==> src/rtl/ibc_rr.sv <==
// Round-robin input buffer controller: N read ports onto one in-order
// memory read channel, with credit-bounded outstanding reads.
module ibc_rr #(
  parameter int N_PORTS = 6,
  parameter int ADDR_W  = 28,
  parameter int DATA_W  = 64,
  parameter int DEPTH   = 8,
  parameter int ID_W    = $clog2(N_PORTS),
  parameter int CNT_W   = $clog2(DEPTH+1)
) (
  input  logic                      clk_bus,
  input  logic                      rst_bus,
  input  logic [N_PORTS-1:0]        req_vld,
  input  logic [N_PORTS*ADDR_W-1:0] req_addr,
  output logic [N_PORTS-1:0]        req_rdy,
  output logic [ADDR_W-1:0]         mem_r_addr,
  output logic                      mem_r_vld,
  input  logic                      mem_r_rdy,
  input  logic [DATA_W-1:0]         mem_rsp_data,
  input  logic                      mem_rsp_vld,
  output logic [DATA_W-1:0]         pc_rsp_data,
  output logic [N_PORTS-1:0]        pc_rsp_vld,
  output logic [CNT_W-1:0]          inflight,
  output logic                      err_unexp_rsp
);

  localparam int AW = $clog2(DEPTH);
  localparam logic [CNT_W-1:0] FULL = CNT_W'(DEPTH);
  localparam logic [ID_W-1:0] LAST = ID_W'(N_PORTS-1);

  logic [ID_W-1:0]    rr_ptr;
  logic [ID_W-1:0]    gnt_id;
  logic [N_PORTS-1:0] gnt;
  logic               found;
  logic               accept_ok;
  logic               acc;
  logic               cmd_pop;
  logic               rsp_ok;
  logic [ADDR_W-1:0]  gnt_addr;

  logic [ADDR_W-1:0]  cmd_mem [DEPTH];
  logic [ID_W-1:0]    tag_mem [DEPTH];
  logic [AW-1:0]      wr_ptr;
  logic [AW-1:0]      cmd_rp;
  logic [AW-1:0]      tag_rp;
  logic [CNT_W-1:0]   cmd_cnt;

  always_comb begin : arb
    int idx;
    idx    = 0;
    gnt    = '0;
    gnt_id = '0;
    found  = 1'b0;
    for (int k = 0; k < N_PORTS; k++) begin
      idx = int'(rr_ptr) + k;
      if (idx >= N_PORTS) idx = idx - N_PORTS;
      if (!found && req_vld[idx]) begin
        found    = 1'b1;
        gnt[idx] = 1'b1;
        gnt_id   = ID_W'(idx);
      end
    end
  end

  assign accept_ok = inflight < FULL;
  assign req_rdy   = (accept_ok && rst_bus) ? gnt : '0;
  assign acc       = found && accept_ok;
  assign gnt_addr  = req_addr[int'(gnt_id)*ADDR_W +: ADDR_W];

  assign mem_r_vld   = cmd_cnt != '0;
  assign mem_r_addr  = cmd_mem[cmd_rp];
  assign cmd_pop     = mem_r_vld && mem_r_rdy;
  assign rsp_ok      = mem_rsp_vld && (inflight != '0);
  assign pc_rsp_data = mem_rsp_data;

  always_comb begin
    pc_rsp_vld = '0;
    if (rsp_ok) pc_rsp_vld[tag_mem[tag_rp]] = 1'b1;
  end

  // Both FIFOs push together, so they share one write pointer.
  always_ff @(posedge clk_bus) begin
    if (acc) begin
      cmd_mem[wr_ptr] <= gnt_addr;
      tag_mem[wr_ptr] <= gnt_id;
    end
  end

  always_ff @(posedge clk_bus or negedge rst_bus) begin
    if (!rst_bus) begin
      rr_ptr        <= '0;
      wr_ptr        <= '0;
      cmd_rp        <= '0;
      tag_rp        <= '0;
      cmd_cnt       <= '0;
      inflight      <= '0;
      err_unexp_rsp <= 1'b0;
    end else begin
      if (acc) begin
        wr_ptr <= wr_ptr + AW'(1);
        rr_ptr <= (gnt_id == LAST) ? '0
                : gnt_id + ID_W'(1);
      end
      if (cmd_pop) cmd_rp <= cmd_rp + AW'(1);
      if (rsp_ok)  tag_rp <= tag_rp + AW'(1);
      case ({acc, cmd_pop})
        2'b10:   cmd_cnt <= cmd_cnt + CNT_W'(1);
        2'b01:   cmd_cnt <= cmd_cnt - CNT_W'(1);
        default: cmd_cnt <= cmd_cnt;
      endcase
      case ({acc, rsp_ok})
        2'b10:   inflight <= inflight + CNT_W'(1);
        2'b01:   inflight <= inflight - CNT_W'(1);
        default: inflight <= inflight;
      endcase
      if (mem_rsp_vld && inflight == '0)
        err_unexp_rsp <= 1'b1;
    end
  end

  always @(posedge clk_bus) begin
    if (rst_bus) begin
      assert (!(acc && cmd_cnt == FULL))
        else $error("cmd fifo overflow");
      assert (!(acc && !rsp_ok && inflight == FULL))
        else $error("tag fifo overflow");
      assert (cmd_cnt <= inflight)
        else $error("cmd occupancy above inflight");
    end
  end

endmodule

==> config.mk <==
export PLATFORM = sky130hd
export DESIGN_NAME = ibc_rr
export DESIGN_NICKNAME = d
export VERILOG_FILES = /design/src/rtl/ibc_rr.sv
export SDC_FILE = /design/constraint.sdc
export NUM_CORES = 1
export LEC_CHECK = 0
export ABC_AREA = 0
export CAP_MARGIN = 20
export CORE_MARGIN = 4
export CORE_UTILIZATION = 50
export DETAILED_ROUTE_END_ITERATION = 7
export PLACE_DENSITY = 0.81
export SYNTH_ARGS = -nofsm -noshare
export SYNTH_HDL_FRONTEND = slang
export SYNTH_SLANG_ARGS = --single-unit
==> constraint.sdc <==
create_clock -name clk_bus -period 9.95 [get_ports clk_bus]
set_clock_uncertainty 0.1 [all_clocks]
set_input_delay 1.99 -clock clk_bus [delete_from_list [all_inputs] [get_ports clk_bus]]
set_output_delay 1.99 -clock clk_bus [all_outputs]
set_load 0.02 [all_outputs]
### Yosys cells after proc, flatten, opt, wreduce, memory -nomap -nowiden

Memory sizes are Yosys's and may differ from the RTL's.
Index checks and enable logic that the tools add are counted.

* register bits after elaboration: 21
* memory bits (writable): 248
* input port bits: 242
* output and inout bits: 110
* memories kept: 2

* $add $sub $neg: 19
* $mul: 1
* order comparisons: 21
* equality and inequality tests: 5
* shift-type cells: 1
* mux-type cells: 63
* bitwise gates (word level): 5
* reduce and logical (&&, ||, !) cells: 27

Memory list
* cmd_mem: depth 8, bits a word 28, rd ports 1, clocked after memory_dff 0, write ports 1, line 41 `logic [ADDR_W-1:0] cmd_mem [DEPTH];`
* tag_mem: depth 8, bits a word 3, rd ports 1, clocked after memory_dff 0, write ports 1, line 42 `logic [ID_W-1:0] tag_mem [DEPTH];`

Operators with widths (count)
* $ge 32x1->1 const B: 6
* $lt 32x5->1 const B: 6
* $mux 32: 6
* $shiftx 168x9->28: 1
* $mux 6: 8
* $or 6x6->6: 5
* $mux 1: 27
* $sub 4x3->5 const B: 5
* $demux 1 s3: 7
* $mux 3: 7
* $ge 4x3->1 const B: 5
* $bmux 1 s3: 6
* $logic_and 1x1->1: 17
* $pmux 4 s2: 2
* $add 3x1->3 const B: 4
* $add 3x2->4 const B: 2
* $add 3x3->4 const B: 2
* $add 4x1->4 const B: 2
* $reduce_bool 4->1: 2
* $sub 4x1->4 const B: 2
* $mul 3x3->6 const B: 1
* $logic_not 1->1: 5
* $add 3x1->4 const B: 1
* $eq 2x1->1 const B: 2
* other kinds (9): 11

### Depth between registers and ports, before layout

Gate-level depths: netlist of run 1.

* depth in word-level cells: 24
* mapped depth: 24
* gate-level depth less buffers: 22

### Worst setup path before layout of run 1

Ideal clock, no wire load.

* path type: input to register
* start point: input req_vld[1]
* end point: memory cmd_mem[0][0], enable pin
* arrival time: 6.547 ns
* data required time: 9.353 ns
* path slack: 2.806 ns
* stages on the path: 10
* path buffers: 1
* cells stage by stage: mux2i_1 > mux2_2 > o21bai_1 > a211oi_1 > nand4_1 > nor2_1 > a21oi_1 > buf_1 > inv_1 > nor4_1

* word-level cells in the longest chain between the ends: 22
* elaborated cells on any way between the ends: 37
* classes of those cells: 26 x mux; 11 x reduce/logical

Ends and longest elaborated chain
* start: declaration: line 13 `input logic [N_PORTS-1:0] req_vld,`
* $bmux 1 s3: line 57 `if (!found && req_vld[idx]) begin`
* $mux 1 (not written as such) (2 in series): line 57
* $mux 1: line 57
* $logic_not 1->1: line 57
* $logic_and 1x1->1: line 57
* $mux 1: line 57
* $logic_not 1->1: line 57
* $logic_and 1x1->1: line 57
* [5 not listed]
* $logic_and 1x1->1: line 57
* $mux 1: line 57
* $logic_not 1->1: line 57
* $logic_and 1x1->1: line 57
* $mux 1 *: line 57
* $logic_and 1x1->1 *: line 67 `assign acc = found && accept_ok;`
* $mux 1 *: line 83 `if (acc) begin`
* $mux 1 (not written as such) *: line 84 `cmd_mem[wr_ptr] <= gnt_addr;`
* end: declaration: line 41

Mark *: on every way between the ends. The rest lies on a longest branch, timed or not. The select of a mux whose other input is x is not followed.

### Worst setup path after layout of run 1

* start point: register rr_ptr[0]
* end point: output req_rdy[4]

* word-level cells in the longest chain between the ends: 22
* elaborated cells on any way between the ends: 98
* classes of those cells: 11 x add/sub; 18 x order compare; 48 x mux; 5 x bitwise; 16 x reduce/logical

Ends and longest elaborated chain
* start: declaration: line 31 `logic [ID_W-1:0] rr_ptr;`
* start signal: assignment: line 101 `rr_ptr <= (gnt_id == LAST) ? '0`
* parallel branches: the longest is 20 deep, another holds $ge 32x1->1
* $mux 6 *: line 57
* $mux 6 *: line 66 `assign req_rdy = (accept_ok && rst_bus) ? gnt : '0;`
* end: declaration: line 15 `output logic [N_PORTS-1:0] req_rdy,`

Mark *: on every way between the ends. The select of a mux whose other input is x is not followed.

==> impl_results.md, run 1 <==
* Die width at 174 um
* Largest net degree at the start of global routing at 57
* Post-route DRC at 0
* DR iter-0 viols at 910
* # clock sinks at between 200 and 300
* Hold Path Depth at 1
* Clock Tree Root: clkbuf_16
* RSZ-0062 raised after global routing: false
* Fin crit share at a little over four fifths
* CP Data Arrival Time at roughly 6.4 ns
* Synthesized cell area at ~14000 um2
* Most frequent cells in the layout: edfxtp_1, clkdlybuf4s50_1, a211oi_1
* Skew-Pair Late Insertion Delay at 0.52 ns
* Setup crit end kind: primary output
* CP Max Fanout at 26
* Antenna diodes at 0
* Port-buffer cells at between 200 and 250
* Yosys reg bits at roughly 270
* Max incr delay on CP at 1.04 ns
* Initial Utilization at between 50 and 60%
* Yosys top cell area share at 53.8%
* Max Cap Viol at 0
* Count of cell types in the netlist at 56
* CTS Hold Buffers Added at 0
* Drt wl/cell at between 20 and 25 um
* DR pass1 iterations at 5
* GPL Wtd Cong at about 0.94
* Syn Area/Cell at around 14 um2
* Worst path slowest cell: dfrtp_1
* Final #Nets at roughly 1400
* YS warnings at 0
* Std-Cell Rows at 60
* Area contributors post-synth: edfxtp_1, mux4_2, dfrtp_1
* Worst Hold Class: flip-flop to flip-flop
* Routed WL at between 30000 and 40000 um
* Crit path launch type: flip-flop
* Post-CTS setup buffers at 0
* Die Ht at between 150 and 200 um
* Placement Cell Area at between 15000 and 20000 um2
* CP Data Required Time at 7.86 ns
* Asr flop ratio synth at ~7.8%
* R2R cell count at 16
* Crit path cell chain: inv_2 -> ha_1 -> inv_1 -> ha_1 -> inv_1 -> ha_1 -> inv_1 -> a31oi_1 -> o21ai_0 -> nand3_1 -> nand4_1 -> or4_1 -> o31ai_1 -> nor2_1 -> a211oi_1 -> clkdlybuf4s50_1
* Leading area contributor after synthesis: edfxtp_1
* Vias in the first global route at around 9400
* CORE AREA at 27100 um2
* Clock transition at the registers of the reported paths at 0.07 ns
* Clock Tree Buf Depth at 3
* Final min period at between 8 and 9 ns
* Seq/Total Area, Yosys at between 50 and 60%
* H-tree depth at 1
* # setup viols final at 0
* Hold slack at 0.380 ns
* Worst slew pin tran at around 1.1 ns
* Setup TNS at 0 ns
* Area Growth Syn to Fin at 21.8%
* Slew HR at between 20% and 30%
* Cells after Synth at about 990
* Vias per cell at between 6 and 7
* HP Start: cmd_cnt[3]
* HPWL after DPL at approximately 24000 um
* Fmax achieved at roughly 120 MHz
* Fillers at about 2000
* Ys flop type: edfxtp_1
* Grt ovf at 0
* Kind of cell adding the most delay to the critical path: buffers and inverters
* Antenna violations before repair at 0
* CTS resizes at 0
* Post-synth EDFFs at around 250
* Num CTS Buffers at 25
* Pins Over Slew Limit at 0
* Final instance area at about 17000 um2
* Commonest non-fill, non-tap cell in the layout: edfxtp_1
* Global Route Usage Sum at a little under a quarter
* Share of cells above drive strength 1 at approximately 16%
* Status: finished, final reports clean
* Hold Fails Final Rpt at 0
* Total number of vias at 9255
* CTS tree: done
* Critical Setup Path Class: flip-flop to primary output
* Num ports at between 300 and 400
* Antenna Nets Post-Route at 0
* Reg2Reg Setup Slack at 2.92 ns
* Hold endpoint: cmd_cnt[3]
* CP Depth at 16
* R2r startpoint: rr_ptr[0]
* Reg2reg end: cmd_mem[4][17]
* CP Buf/Inv Count at 5
* Syn Nets at 1255
* Global-route wire length before repair at 55000 um
* Die area at between 30000 and 40000 um2
==> kinds of logic (layout without fill, tap and decap cells) <==
logic type                 after synthesis  count (layout)  share of synthesized area, %
and+or+nand+nor                        146             146                          4.97
xor gates and xnor gates                20              20                          1.32
buffers and inverters                  160             326                          6.29
DFF                                    269             269                          57.6
adders and majority gates               28              28                          2.64
AOI/OAI and AO/OA                      247             247                          12.9
muxes                                  115             115                          14.3
==> state kept, by name (all words and copies together), names as in the netlist <==
signal	count
cmd_mem	224
tag_mem	24
cmd_cnt	4
inflight	4
cmd_rp	3
rr_ptr	3
tag_rp	3
wr_ptr	3
err_unexp_rsp	1
==> area by class of cell <==
cell class | instances | area, um2 | share of cell area (%)
Clock buffer | 27 | 633 | 3.76
Clock inverter | 19 | 150 | 0.891
Inverter | 32 | 120 | 0.713
Multi-Input combinational cell | 556 | 5070 | 30.1
Sequential cell | 269 | 7980 | 47.4
Tap cell | 372 | 465 | 2.76
Timing Repair Buffer | 248 | 2430 | 14.4
==> how the worst max path moves through the flow <==
stage                          start       endpoint  slack (ns)
final                      rr_ptr[0]     req_rdy[4]        1.50
after CTS                  rr_ptr[0]     req_rdy[4]        1.61
after global routing       rr_ptr[0]     req_rdy[4]        1.16
after floorplan           req_vld[1]  cmd_mem[0][0]        2.81
after detailed placement  req_vld[3]     req_rdy[4]        2.11
after global placement    req_vld[3]     req_rdy[2]        2.18
==> synthesized netlist by cell type (26+ instances only) <==
cell / instances
nand2_1: 32
buf_4: 66
ha_1: 26
mux4_2: 62
nor2_1: 62
clkbuf_1: 38
o32ai_1: 29
o21ai_0: 40
inv_1: 30
mux2_2: 36
edfxtp_1: 248
a211oi_1: 65
a21boi_0: 57
==> per-stage QoR <==
stage	instances	util, %	setup slack [ns]
finish	1523	62.1	1.50
detailed placement	1467	59.0	2.11
CTS	1513	61.8	1.61
global route	1523	62.1	1.16
floorplan	985	-	2.81
global placement	1467	59.0	2.18
==> metal layers <==
layer | share of wire [%] | global-route usage (%) | vias to the layer above
met4 | 2.6 | 7.79 | 0
met5 | 0 | 0 | -
met2 | 50 | 38.8 | 417
met3 | 7.2 | 4.24 | 83
met1 | 40 | 30.8 | 4640
li1 | - | - | 4115
Power of run 1 is not shown: default switching activity piles up to over one toggle a cycle in this logic, so the estimate is an artifact.
==> run 2, diff against run 1 <==
- CORE_UTILIZATION: 50 -> 45
- PLACE_DENSITY: 0.81 -> 0.77
- clock period: 9.95 -> 7.6 ns (I/O delays scaled with it)
==> run 2 against run 1 <==
Compared with the run above: sequential cell count stayed put; via count is 0.52% lower; core utilization decreased by 5.7 points; first-iteration DRC count shrank 19%; critical path depth is 1 lower; setup slack got worse by 1.0 ns; hold slack lost 0.028 ns; non-clock buffer count grew 7; global-route usage down 2.2 points; final area rose by 0.42%; die area is 11% higher; clock-buffer cell count is 8 higher; critical path type unchanged; largest cell class unchanged.
==> impl_results.md, run 2 (synthesized netlist as in run 1, its figures left out) <==
* Post-route DRC at 0 (unchanged)
* CTS Hold Buffers Added at 0 (unchanged)
* Num CTS Buffers at 25 (unchanged)
* Antenna violations before repair at 1 (+1)
* Worst slew pin tran at 1.13 ns (+0.00938 ns)
* R2r startpoint: rr_ptr[1]
* Max incr delay on CP at 0.66 ns (-0.38 ns)
* HPWL after DPL at 24700 um (+0.98%)
* Clock Tree Buf Depth at 3 (unchanged)
* Vias per cell at 5.95 (-2.1%)
* Worst path slowest cell: clkdlybuf4s50_1
* Final #Nets at 1409 (+0.50%)
* Crit path launch type: flip-flop
* Area Growth Syn to Fin at 22.3%
* Hold Fails Final Rpt at 0 (unchanged)
* Post-CTS setup buffers at 0 (unchanged)
* Clock transition at the registers of the reported paths at 0.06 ns (about the same)
* CP Data Required Time at 5.98 ns (-1.88 ns)
* Largest net degree at the start of global routing at 57 (unchanged)
* DR iter-0 viols at 740 (-19%)
* Die width at 183 um (+5.2%)
* Worst Hold Class: flip-flop to flip-flop
* Hold endpoint: err_unexp_rsp
* Crit path cell chain: inv_1 -> ha_1 -> ha_1 -> inv_1 -> ha_1 -> nor2_1 -> a221o_1 -> and4_4 -> a211o_1 -> or4b_4 -> a211oi_1 -> a221o_1 -> nor2_1 -> nor3_1 -> clkdlybuf4s50_1
* Die Ht at 183 um (+5.2%)
* Critical Setup Path Class: flip-flop to primary output
* Skew-Pair Late Insertion Delay at 0.50 ns (-0.02 ns)
* GPL Wtd Cong at 0.923 (-1.9%)
* WL met2 at 18400 um (about the same)
* Fmax achieved at about 140 MHz
* # setup viols final at 0 (unchanged)
* Final min period at 7.13 ns
* Antenna diodes at 0 (unchanged)
* DR pass1 iterations at 6 (+1)
* Fillers at 2351 (+18%)
* Grt ovf at 0 (unchanged)
* Routed WL at 36400 um (-1.2%)
* Top reg by flops: cmd_mem
* Most used cell, CP: ha_1
* RSZ-0062 raised after global routing: false
* Global Route Usage Sum at 21.0% (-2.2 points)
* CORE AREA at 30000 um2 (+11%)
* Wl on met1 at 14600 um (-1.2%)
* Clock Tree Root: clkbuf_16
* Most frequent cells in the layout: edfxtp_1, clkdlybuf4s50_1, a211oi_1
* R2R cell count at 15 (-1)
* Setup TNS at 0 ns (unchanged)
* Met3 WL at 2320 um (-13%)
* CP Max Fanout at 11 (-58%)
* Max Cap Viol at 0 (unchanged)
* Port-buffer cells at 223 (unchanged)
* Top sig layer: met5
* Reg2Reg Setup Slack at 1.44 ns (-1.48 ns)
* Registers with the most flip-flops: cmd_mem: 224 flops, tag_mem: 24 flops
* Drt wl/cell at 23.6 um (-2.7%)
* Vias in the first global route at 9402 (+0.51%)
* Num ports at 352 (unchanged)
* H-tree depth at 1 (unchanged)
* CP Data Arrival Time at 5.51 ns (-0.85 ns)
* Hold Path Depth at 1 (unchanged)
* Antenna Nets Post-Route at 0 (unchanged)
* Global-route wire length before repair at 54900 um (-0.16%)
* CTS resizes at 0 (unchanged)
* Pins Over Slew Limit at 0 (unchanged)
* Std-Cell Rows at 63 (+5.0%)
* CTS tree: done
* Die area at 33600 um2 (+11%)
* Max reg flops at 224 (unchanged)
* Total number of vias at 9207 (-0.52%)
* # clock sinks at 269 (unchanged)
* Slew HR at 24.8% (-0.53 points)
* Reg2reg end: cmd_mem[5][3]
* Setup crit end kind: primary output
* Status: finished, final reports clean
* Share of cells above drive strength 1 at 16.1% (+0.26 points)
* Initial Utilization at 46.2% (-4.9 points)
* Commonest non-fill, non-tap cell in the layout: edfxtp_1
* HP Start: err_unexp_rsp
* Fin crit share at between 90 and 100%
## run 2: changes by cell type in the layout (fill, tap and decap cells not counted), sizes merged
cell,previous run,this run
buf,18,29
clkbuf,34,38
inv,34,32
clkinvlp,3,1
clkinv,12,7
## run 2: layer usage
metal | up-vias | global-route usage [%]
met2 | 373 | 36.9
li1 | 4115 | -
met1 | 4635 | 27.5
met4 | 2 | 5.87
met3 | 82 | 2.96
met5 | - | 0
## run 2: layout make-up
| class | count | area, um2 | share of cell area [%] |
|---|---|---|---|
| Clock inverter | 10 | 97.6 | 0.577 |
| Sequential cell | 269 | 7980 | 47.2 |
| Inverter | 32 | 120 | 0.710 |
| Multi-Input combinational cell | 556 | 5070 | 30.0 |
| Timing Repair Buffer | 255 | 2480 | 14.6 |
| Tap cell | 390 | 488 | 2.89 |
| Clock buffer | 35 | 683 | 4.04 |
## run 2: worst max-delay path: cells and delay by family, from the launching register on
kind                     cells  cell delay [ns]
AO/OA/AOI/OAI                4             1.33
adder cells (fa/ha/maj)      3             0.94
buffers and inverters        3             0.97
flip-flops                   1             0.59
AND/OR/NAND/NOR              5             1.17
## run 2: worst max-delay path by stage
stage               endpoint        from
6_report          req_rdy[3]   rr_ptr[1]
5_1_grt           req_rdy[5]   rr_ptr[1]
4_1_cts           req_rdy[3]   rr_ptr[1]
3_5_place_dp      req_rdy[3]  req_vld[3]
3_3_place_gp      req_rdy[3]  req_vld[3]
2_1_floorplan  cmd_mem[0][0]   rr_ptr[1]
## run 2: stage by stage
| stage | instances | instance area, um2 | hold WS (ns) | utilization (%) | setup slack (ns) |
|---|---|---|---|---|---|
| 2_1_floorplan | 985 | 13800 | 0.335 | - | 0.506 |
| 3_3_place_gp | 1496 | 16100 | 0.344 | 53.7 | 0.707 |
| 3_5_place_dp | 1496 | 16100 | 0.348 | 53.7 | 0.711 |
| 4_1_cts | 1541 | 16900 | 0.361 | 56.3 | 0.421 |
| 5_1_grt | 1547 | 16900 | 0.401 | 56.5 | 0.0490 |
| 6_report | 1547 | 16900 | 0.352 | 56.5 | 0.467 |
Power of run 2 is left out for the same reason.
